**src/rtl/proj_param_pkg.sv**
```systemverilog
// Project-wide sizing shared by the pad-ring blocks.
package proj_param_pkg;
    localparam int PROJ_GPIO = 32;
endpackage

```
**src/rtl/verilab_pads_pkg.sv**
```systemverilog
// Default widths for the pad-side GPIO input conditioning blocks.
package verilab_pads_pkg;
    localparam int DEFAULT_PRESC_W  = 16;
    localparam int DEFAULT_DB_CNT_W = 8;
endpackage

```
**src/rtl/verilab_pads_gpio_db_cell.sv**
```systemverilog
// One GPIO pin: 2-flop synchroniser, tick-based debounce, stable value,
// edge detect and sticky W1C interrupt status bit.
module verilab_pads_gpio_db_cell
    import verilab_pads_pkg::*;
#(
    parameter int DB_CNT_W = DEFAULT_DB_CNT_W
) (
    input  logic                clk,
    input  logic                rst_n,
    input  logic                pad,
    input  logic                tick,
    input  logic [DB_CNT_W-1:0] db_limit,
    input  logic                db_en,
    input  logic                rise_en,
    input  logic                fall_en,
    input  logic                int_clr,
    output logic                stable,
    output logic                status
);

    logic                sync_q1;
    logic                sync_q2;
    logic                stable_q;
    logic                prev_q;
    logic                status_q;
    logic                db_en_q;
    logic [DB_CNT_W-1:0] cnt_q;
    logic [DB_CNT_W-1:0] cnt_inc;
    logic                rise;
    logic                fall;
    logic                set;
    logic                accept;

    // Saturating increment so a long run at the max limit never wraps back to 0.
    assign cnt_inc = (&cnt_q) ? cnt_q : cnt_q + DB_CNT_W'(1);

    assign accept = (db_limit == '0) || (tick && (cnt_inc >= db_limit));

    assign rise = stable_q & ~prev_q;
    assign fall = ~stable_q & prev_q;
    assign set  = (rise & rise_en) | (fall & fall_en);

    always_ff @(posedge clk or negedge rst_n) begin
        if (!rst_n) begin
            sync_q1  <= 1'b0;
            sync_q2  <= 1'b0;
            stable_q <= 1'b0;
            prev_q   <= 1'b0;
            status_q <= 1'b0;
            db_en_q  <= 1'b0;
            cnt_q    <= '0;
        end else begin
            sync_q1  <= pad;
            sync_q2  <= sync_q1;
            db_en_q  <= db_en;
            prev_q   <= stable_q;
            status_q <= set | (status_q & ~int_clr);

            // A mode change restarts the count; the new mode applies from the next cycle.
            if (db_en != db_en_q) begin
                cnt_q <= '0;
            end else if (!db_en) begin
                stable_q <= sync_q2;
                cnt_q    <= '0;
            end else if (sync_q2 == stable_q) begin
                cnt_q <= '0;
            end else if (accept) begin
                stable_q <= sync_q2;
                cnt_q    <= '0;
            end else if (tick) begin
                cnt_q <= cnt_inc;
            end
        end
    end

    assign stable = stable_q;
    assign status = status_q;

endmodule

```
**src/rtl/verilab_pads_gpio_in_cond.sv**
```systemverilog
// GPIO input conditioner: shared debounce prescaler, per-pin conditioning
// cells and the registered masked interrupt line.
module verilab_pads_gpio_in_cond
    import verilab_pads_pkg::*;
#(
    parameter int GPIO     = proj_param_pkg::PROJ_GPIO,
    parameter int PRESC_W  = DEFAULT_PRESC_W,
    parameter int DB_CNT_W = DEFAULT_DB_CNT_W
) (
    input  logic                clk,
    input  logic                rst_n,
    input  logic [GPIO-1:0]     pad_in,
    input  logic [PRESC_W-1:0]  presc,
    input  logic [DB_CNT_W-1:0] db_limit,
    input  logic [GPIO-1:0]     db_en,
    input  logic [GPIO-1:0]     rise_en,
    input  logic [GPIO-1:0]     fall_en,
    input  logic [GPIO-1:0]     int_mask,
    input  logic [GPIO-1:0]     int_clr,
    output logic [GPIO-1:0]     gpio_in,
    output logic [GPIO-1:0]     int_status,
    output logic                irq
);

    logic [PRESC_W-1:0] presc_cnt_q;
    logic               tick;
    logic [GPIO-1:0]    status;
    logic               irq_q;

    assign tick = (presc_cnt_q == presc);

    // Using >= lets a lowered presc pull an overshooting counter back to 0 at once.
    always_ff @(posedge clk or negedge rst_n) begin
        if (!rst_n) begin
            presc_cnt_q <= '0;
        end else if (presc_cnt_q >= presc) begin
            presc_cnt_q <= '0;
        end else begin
            presc_cnt_q <= presc_cnt_q + PRESC_W'(1);
        end
    end

    for (genvar i = 0; i < GPIO; i++) begin : g_pin
        verilab_pads_gpio_db_cell #(
            .DB_CNT_W (DB_CNT_W)
        ) u_cell (
            .clk      (clk),
            .rst_n    (rst_n),
            .pad      (pad_in[i]),
            .tick     (tick),
            .db_limit (db_limit),
            .db_en    (db_en[i]),
            .rise_en  (rise_en[i]),
            .fall_en  (fall_en[i]),
            .int_clr  (int_clr[i]),
            .stable   (gpio_in[i]),
            .status   (status[i])
        );
    end

    always_ff @(posedge clk or negedge rst_n) begin
        if (!rst_n) begin
            irq_q <= 1'b0;
        end else begin
            irq_q <= |(status & ~int_mask);
        end
    end

    assign int_status = status;
    assign irq        = irq_q;

endmodule

```
**config.mk**
```make
export PLATFORM = sky130hd
export DESIGN_NAME = verilab_pads_gpio_in_cond
export DESIGN_NICKNAME = d
export VERILOG_FILES = /design/src/rtl/proj_param_pkg.sv /design/src/rtl/verilab_pads_pkg.sv /design/src/rtl/verilab_pads_gpio_db_cell.sv /design/src/rtl/verilab_pads_gpio_in_cond.sv
export SDC_FILE = /design/constraint.sdc
export NUM_CORES = 1
export LEC_CHECK = 0
export ABC_AREA = 1
export CAP_MARGIN = 20
export CORE_MARGIN = 8
export CORE_UTILIZATION = 46
export CTS_CLUSTER_SIZE = 20
export DETAILED_ROUTE_END_ITERATION = 16
export DONT_BUFFER_PORTS = 1
export PLACE_DENSITY = 0.66
export SETUP_SLACK_MARGIN = 0.4
export SLEW_MARGIN = 20
export SYNTH_ARGS = -nofsm -noshare
export SYNTH_HDL_FRONTEND = slang
export SYNTH_SLANG_ARGS = --single-unit
```
**constraint.sdc**
```tcl
create_clock -name clk -period 3.05 [get_ports clk]
set_clock_uncertainty 0.1 [all_clocks]
set_input_delay 0.61 -clock clk [delete_from_list [all_inputs] [get_ports clk]]
set_output_delay 0.61 -clock clk [all_outputs]
set_load 0.005 [all_outputs]
```
### After elaboration in Yosys (flattened, before gate mapping)

Index checks and enable logic that the tools add are counted.
W data, S select, Z words.

| storage, ports and cells | value |
|---|---|
| bits in registers | 465 |
| input port bits | 218 |
| output and inout bits | 65 |
| word-level logic and storage cells | 1226 |

| cells by class | value |
|---|---|
| add/sub/neg operators | 33 |
| $lt $le $gt $ge | 33 |
| eq/ne operators | 161 |
| mux-type cells | 289 |
| bitwise operators | 354 |
| reduce and logical (&&, ||, !) cells | 130 |

Operator list:

| cell | count |
|---|---|
| $mux W8 | 192 |
| $add A8 B1 Y8 const B | 32 |
| $ge A8 B8 Y1 | 32 |
| $reduce_and A8 Y1 | 32 |
| $and A1 B1 Y1 | 160 |
| $ne A5 B1 Y1 const B | 32 |
| $not A1 Y1 | 128 |
| $mux W1 | 96 |
| $reduce_and A3 Y1 | 32 |
| $ne A2 B1 Y1 const B | 32 |
| $ne A2 B2 Y1 const B | 32 |
| $or A1 B1 Y1 | 64 |
| $and A32 B32 Y32 | 1 |
| $eq A1 B1 Y1 | 32 |
| $logic_and A1 B1 Y1 | 32 |
| $logic_or A1 B1 Y1 | 32 |
| $ne A1 B1 Y1 | 32 |
| $not A32 Y32 | 1 |
| $reduce_or A32 Y1 | 1 |
| $add A16 B1 Y16 const B | 1 |
| $eq A16 B16 Y1 | 1 |
| $ge A16 B16 Y1 | 1 |
| $mux W16 | 1 |
| $logic_not A8 Y1 | 1 |

### Depth between registers and ports, before layout

| depth | value |
|---|---|
| depth after elaboration | 9 |
| depth in mapped cells | 21 |
| gate-level depth less buffers | 21 |

### By module

A second synthesis with hierarchy kept.

| second synthesis, totals | value |
|---|---|
| cell total of the unflattened synthesis | 4628 |
| area total of the unflattened synthesis | 34630.7 um^2 |

Modules (own cells, without submodules):

| module | instances | cells each | area an instance (um^2) | seq. area each (um^2) |
|---|---|---|---|---|
| verilab_pads_gpio_db_cell (g_pin[0].u_cell ...) | 30 | 137 | 1029.7 | 350.3 |
| verilab_pads_gpio_in_cond | 1 | 246 | 1614.0 | 425.4 |
| verilab_pads_gpio_db_cell (g_pin[8].u_cell) | 1 | 135 | 1067.3 | 350.3 |
| verilab_pads_gpio_db_cell (g_pin[9].u_cell) | 1 | 137 | 1057.3 | 350.3 |

### Worst setup path after synthesis

Ideal clock, no wire load.

| timing | value |
|---|---|
| kind | reg2reg |
| start point | register g_pin[30].u_cell.cnt_q[0] |
| end point | register g_pin[30].u_cell.cnt_q[2] |
| setup time | 0.065 ns |
| data arrival time | 2.372 ns |
| data required time | 2.885 ns |
| slack | 0.513 ns |
| cell stages (with the launch flop) | 18 |
| path buffers | 1 |
| period minus slack after synthesis | 2.537 ns |
| cells stage by stage | dfrtp_1 ha_1 nand2_1 nor2_1 nand2_1 clkbuf_1 o21ai_0 inv_1 ha_1 nand2_1 nor2_1 nor2_1 nand2_1 nand2_1 nand3_1 a21oi_2 nand2_1 nand2_1 |

| on the way | value |
|---|---|
| word-level cells in the longest chain between the ends | 9 |

Ends and longest elaborated chain:

| what | line | text |
|---|---|---|
| start, declared | verilab_pads_gpio_db_cell.sv:27 | `logic [DB_CNT_W-1:0] cnt_q;` |
| start signal, assigned | verilab_pads_gpio_db_cell.sv:71 | `cnt_q <= cnt_inc;` |
| $add A8 B1 Y8 / $reduce_and A8 Y1 (equally long branches) | verilab_pads_gpio_db_cell.sv:35 | `assign cnt_inc = (&cnt_q) ? cnt_q : cnt_q + DB_CNT_W'(1);` |
| $mux W8 (*) | verilab_pads_gpio_db_cell.sv:35 |  |
| $ge A8 B8 Y1 | verilab_pads_gpio_db_cell.sv:37 | `assign accept = (db_limit == '0) \|\| (tick && (cnt_inc >= db_limit));` |
| $logic_and A1 B1 Y1 | verilab_pads_gpio_db_cell.sv:37 |  |
| $logic_or A1 B1 Y1 | verilab_pads_gpio_db_cell.sv:37 |  |
| $mux W8 | verilab_pads_gpio_db_cell.sv:67 | `end else if (accept) begin` |
| $mux W8 | verilab_pads_gpio_db_cell.sv:65 | `end else if (sync_q2 == stable_q) begin` |
| $mux W8 | verilab_pads_gpio_db_cell.sv:62 | `end else if (!db_en) begin` |
| $mux W8 | verilab_pads_gpio_db_cell.sv:60 | `if (db_en != db_en_q) begin` |

Mark *: on every way between the ends. The rest lies on a longest branch, timed or not. The select of a mux whose other input is x is not followed.
A chain may end at the register's enable or synchronous reset.

### Final worst setup path

| timing | value |
|---|---|
| start point | register g_pin[29].u_cell.cnt_q[1] |
| end point | register g_pin[29].u_cell.cnt_q[0] |

| on the way | value |
|---|---|
| word-level cells in the longest chain between the ends | 9 |

Ends and longest elaborated chain:

| what | line |
|---|---|
| start, declared | verilab_pads_gpio_db_cell.sv:27 |
| start signal, assigned | verilab_pads_gpio_db_cell.sv:71 |
| $add A8 B1 Y8 / $reduce_and A8 Y1 (equally long branches) | verilab_pads_gpio_db_cell.sv:35 |
| $mux W8 (*) | verilab_pads_gpio_db_cell.sv:35 |
| $ge A8 B8 Y1 | verilab_pads_gpio_db_cell.sv:37 |
| $logic_and A1 B1 Y1 | verilab_pads_gpio_db_cell.sv:37 |
| $logic_or A1 B1 Y1 | verilab_pads_gpio_db_cell.sv:37 |
| $mux W8 | verilab_pads_gpio_db_cell.sv:67 |
| $mux W8 | verilab_pads_gpio_db_cell.sv:65 |
| $mux W8 | verilab_pads_gpio_db_cell.sv:62 |
| $mux W8 | verilab_pads_gpio_db_cell.sv:60 |

Marked as above.

==> flow_summary.ini <==
[cts]
htreeDepth = 2
clk_pin_slew_ns = 0.06
cts_made_buffers = 55
clockRootBuffer = clkbuf_16
cts_tree = yes
cts_hold_buffers = 102
insertion_delay_ns = 0.62
cts.path.max_buffers = 3
cts_sinks = 465

[sta]
fmax_mhz = 384
grt_setup_unrepaired = true
setup_tns_ns = 0
hold_violations = 319
finalSetupViolations = 0
period_share_pct = 85.3
hold_ws_ns = -0.392
finalCriticalPeriod_ns = 2.60
worstMarginPinSlew_ns = 2.00
slew_violations = 229
maxSlewHeadroom_pct = -33.1

[critical_path]
timing.rr.end = g_pin[29].u_cell.cnt_q[0]
critPathMaxFanout = 8
r2r_slack_ns = 0.45
path_class = flop to flop
timing.rr.start = g_pin[29].u_cell.cnt_q[1]
worst_setup_path_start_kind = flop
rr_worst_depth = 18
cp.required_ns = 3.48
arrival_ns = 3.04
crit_path_end_kind = flop

[die]
num_io_pins = 283
die_y_um = 281
die_x_um = 281
start_util_pct = 46.4
die_area_um2 = 79100
core_area_um2 = 69800
num_rows = 97

[yosys]
syn_inst = 4438
yosys_warnings = 0
async_flop_share_pct = 100
synth.area.top_cells = dfrtp_1 36%, nand2_1 17%, ha_1 12%, inv_1 6.4%, nor2_1 5.1%
syn_nets = 4961
synth-main-ff-cell = dfrtp_1
syn_area_um2 = 32400
yosysUniqueCellTypes = 39
synth_top_area_share_pct = 36.0
synth_edf_count = 0
synth_largest_area_cell = dfrtp_1
ys_seq_area_share_pct = 36.0
syn_area_per_cell_um2 = 7.29
synth_seq_cells = 465

[final_layout]
fillers = 6459
drive_above_1_share_pct = 12.6
areaGrowthSynthToFinish_pct = 18.8
stdcell_count = 5635
nets = 5177

[detailed_routing]
route.detailed.drc = 0
drtPass1Iterations = 6
route.antenna.remaining_nets = 0
vias = 29079
viasPerCell = 5.16
routed_wirelength_um = 88700
wire_per_inst_um = 15.7
drtIter0Drc = 2038

[global_routing]
overflow = 0
antenna_found_initial = 2
grt_pass1_wl_um = 138000
grt_max_degree = 466
track_usage_pct = 21.4
grt_pass1_vias = 26866

[place]
post-dp-hpwl_um = 59300
dp_cells = 5315
port_buffers = 0
gp_congestion = 0.880

[flow_run]
drv_cap = 0

[status]
status = complete, but fails checks
violations = hold timing, slew limit

[pwr]
irDropWorstVdd_uv = 443
p_per_area_nw_per_um2 = 436
power_leakage_nw = 20.5

[min_path]
hold_class = input port to async pin
[worst max-delay path, cell delays in order, from the launching register on]
cell      delay (ns)
dfrtp_1         0.40
ha_4            0.16
nand3_2         0.11
nor2_4          0.17
nand2_4         0.08
inv_1           0.09
nand2_1         0.07
o21ai_0         0.09
inv_1           0.09
ha_1            0.29
inv_1           0.06
nor2_1          0.04
o21bai_1        0.12
nand2_1         0.08
nand2_1         0.06
nand2_1         0.06
nand2_1         0.12
nand3_4         0.17
o21ai_2         0.15
[worst max-delay path by stage]
stage,slack [ns],to,cells after the start,from
4_1_cts,0.40,g_pin[5].u_cell.cnt_q[5],16,g_pin[5].u_cell.cnt_q[0]
5_1_grt,0.16,g_pin[29].u_cell.cnt_q[0],18,g_pin[29].u_cell.cnt_q[1]
3_5_place_dp,0.11,g_pin[18].u_cell.cnt_q[6],12,presc[11]
2_1_floorplan,0.51,g_pin[30].u_cell.cnt_q[2],17,g_pin[30].u_cell.cnt_q[0]
3_3_place_gp,0.16,g_pin[18].u_cell.cnt_q[6],12,presc[11]
6_report,0.45,g_pin[29].u_cell.cnt_q[0],18,g_pin[29].u_cell.cnt_q[1]
[cell families (layout without fill, tap and decap cells)]
kind of cell,Yosys count,after routing,share of synthesized area (%)
simple gates,2422,2431,31.5
buf+inv,651,898,8.50
flops,465,465,36.0
compound gates,426,426,7.65
fa+ha+maj,305,305,11.8
xor+xnor,167,167,4.52
mux,2,2,0.0619
other cells,0,1,0
[sequential cells by signal, indices dropped and copies added, names as in the netlist]
register / flops
g_pin.u_cell.prev_q: 32
g_pin.u_cell.sync_q1: 32
g_pin.u_cell.db_en_q: 32
g_pin.u_cell.status: 32
irq: 1
g_pin.u_cell.cnt_q: 256
g_pin.u_cell.sync_q2: 32
g_pin.u_cell.stable: 32
presc_cnt_q: 16
[power breakdown]
group / total (mW) / internal (mW) / switching, mW
Sequential: 7.29 / 6.68 / 0.607
Clock: 6.51 / 3.77 / 2.75
Combinational: 2.94 / 1.14 / 1.80
Total: 16.7 / 11.6 / 5.16
[stage by stage]
stage	cell area [µm²]	hold WS [ns]	setup slack (ns)	utilization, %	total power, mW
final	38400	-0.392	0.448	55.1	16.7
after floorplan	32400	0.214	0.513	-	9.41
after global placement	33200	0.232	0.161	47.6	9.91
after detailed placement	33200	0.235	0.108	47.6	9.98
after CTS	36400	-0.444	0.397	52.2	16.8
after global routing	38400	-0.429	0.163	55.1	17.6
[layout by cell type (no fill, tap or decap), types with 21 or more instances in the layout]
cell type      instances
a21oi_1               75
buf_4                126
clkbuf_16             56
dfrtp_1              450
dlygate4sd3_1        102
ha_1                 269
inv_1                532
inv_2                 25
nand2_1             1361
nand2_2               67
nand2_4               39
nand3_1              233
nand3_4               21
nand4_1              154
nor2_1               401
nor2_2                38
nor2_4                35
nor3_1                24
o211ai_1              35
o21a_1                29
o21ai_0              100
o21ai_1               69
o21bai_1              41
o22ai_1               39
xnor2_1               59
xor2_1               101
[Yosys cell counts, types with 2 or more instances]
cell / instances
nor2_1: 439
nor3_2: 4
buf_4: 71
o21bai_1: 41
nand3b_1: 6
a21o_1: 2
ha_1: 305
a21oi_1: 82
a21oi_2: 6
inv_2: 5
o21a_1: 29
mux2i_1: 2
nor4_1: 4
nand4_1: 154
nand3_1: 269
or2_2: 15
nor3_1: 31
nor2_4: 9
clkbuf_1: 9
dfrtp_1: 465
o21ai_0: 149
nand3_2: 4
inv_1: 553
o21ai_1: 42
buf_6: 4
nand2_1: 1435
xor2_1: 106
nand2_4: 2
nand2_2: 21
xnor2_1: 61
o211ai_1: 35
buf_2: 7
nor3b_1: 2
nor2_2: 26
o22ai_1: 39
[what timing repair did]
| item | in CTS | in global routing |
|---|---|---|
| gates resized for setup | 74 | 345 |
| setup buffers | 16 | 95 |
| setup endpoints to repair | 179 | 288 |
| hold endpoints to repair | 559 | 465 |
| pin swaps | 19 | 111 |
| cloned | 2 | 7 |
[per-layer routing]
metal	vias to the layer above	GRT usage, %	part of all wire, %
li1	14746	-	-
met3	168	3.87	5.9
met4	2	7.07	3.2
met2	690	34.8	46
met1	13473	28.7	44
met5	-	0	0.015
[final cells by class]
type	count	area [µm²]	area share, %
clock buffer	77	1580	4.11
clock inverter	20	179	0.465
tap	940	1180	3.06
multi-input combinational	3331	19500	50.8
timing repair buffer	242	2230	5.80
antenna	1	2.50	0.00651
sequential	465	11700	30.3
inverter	559	2110	5.48
(Power assumes the default switching activity.)
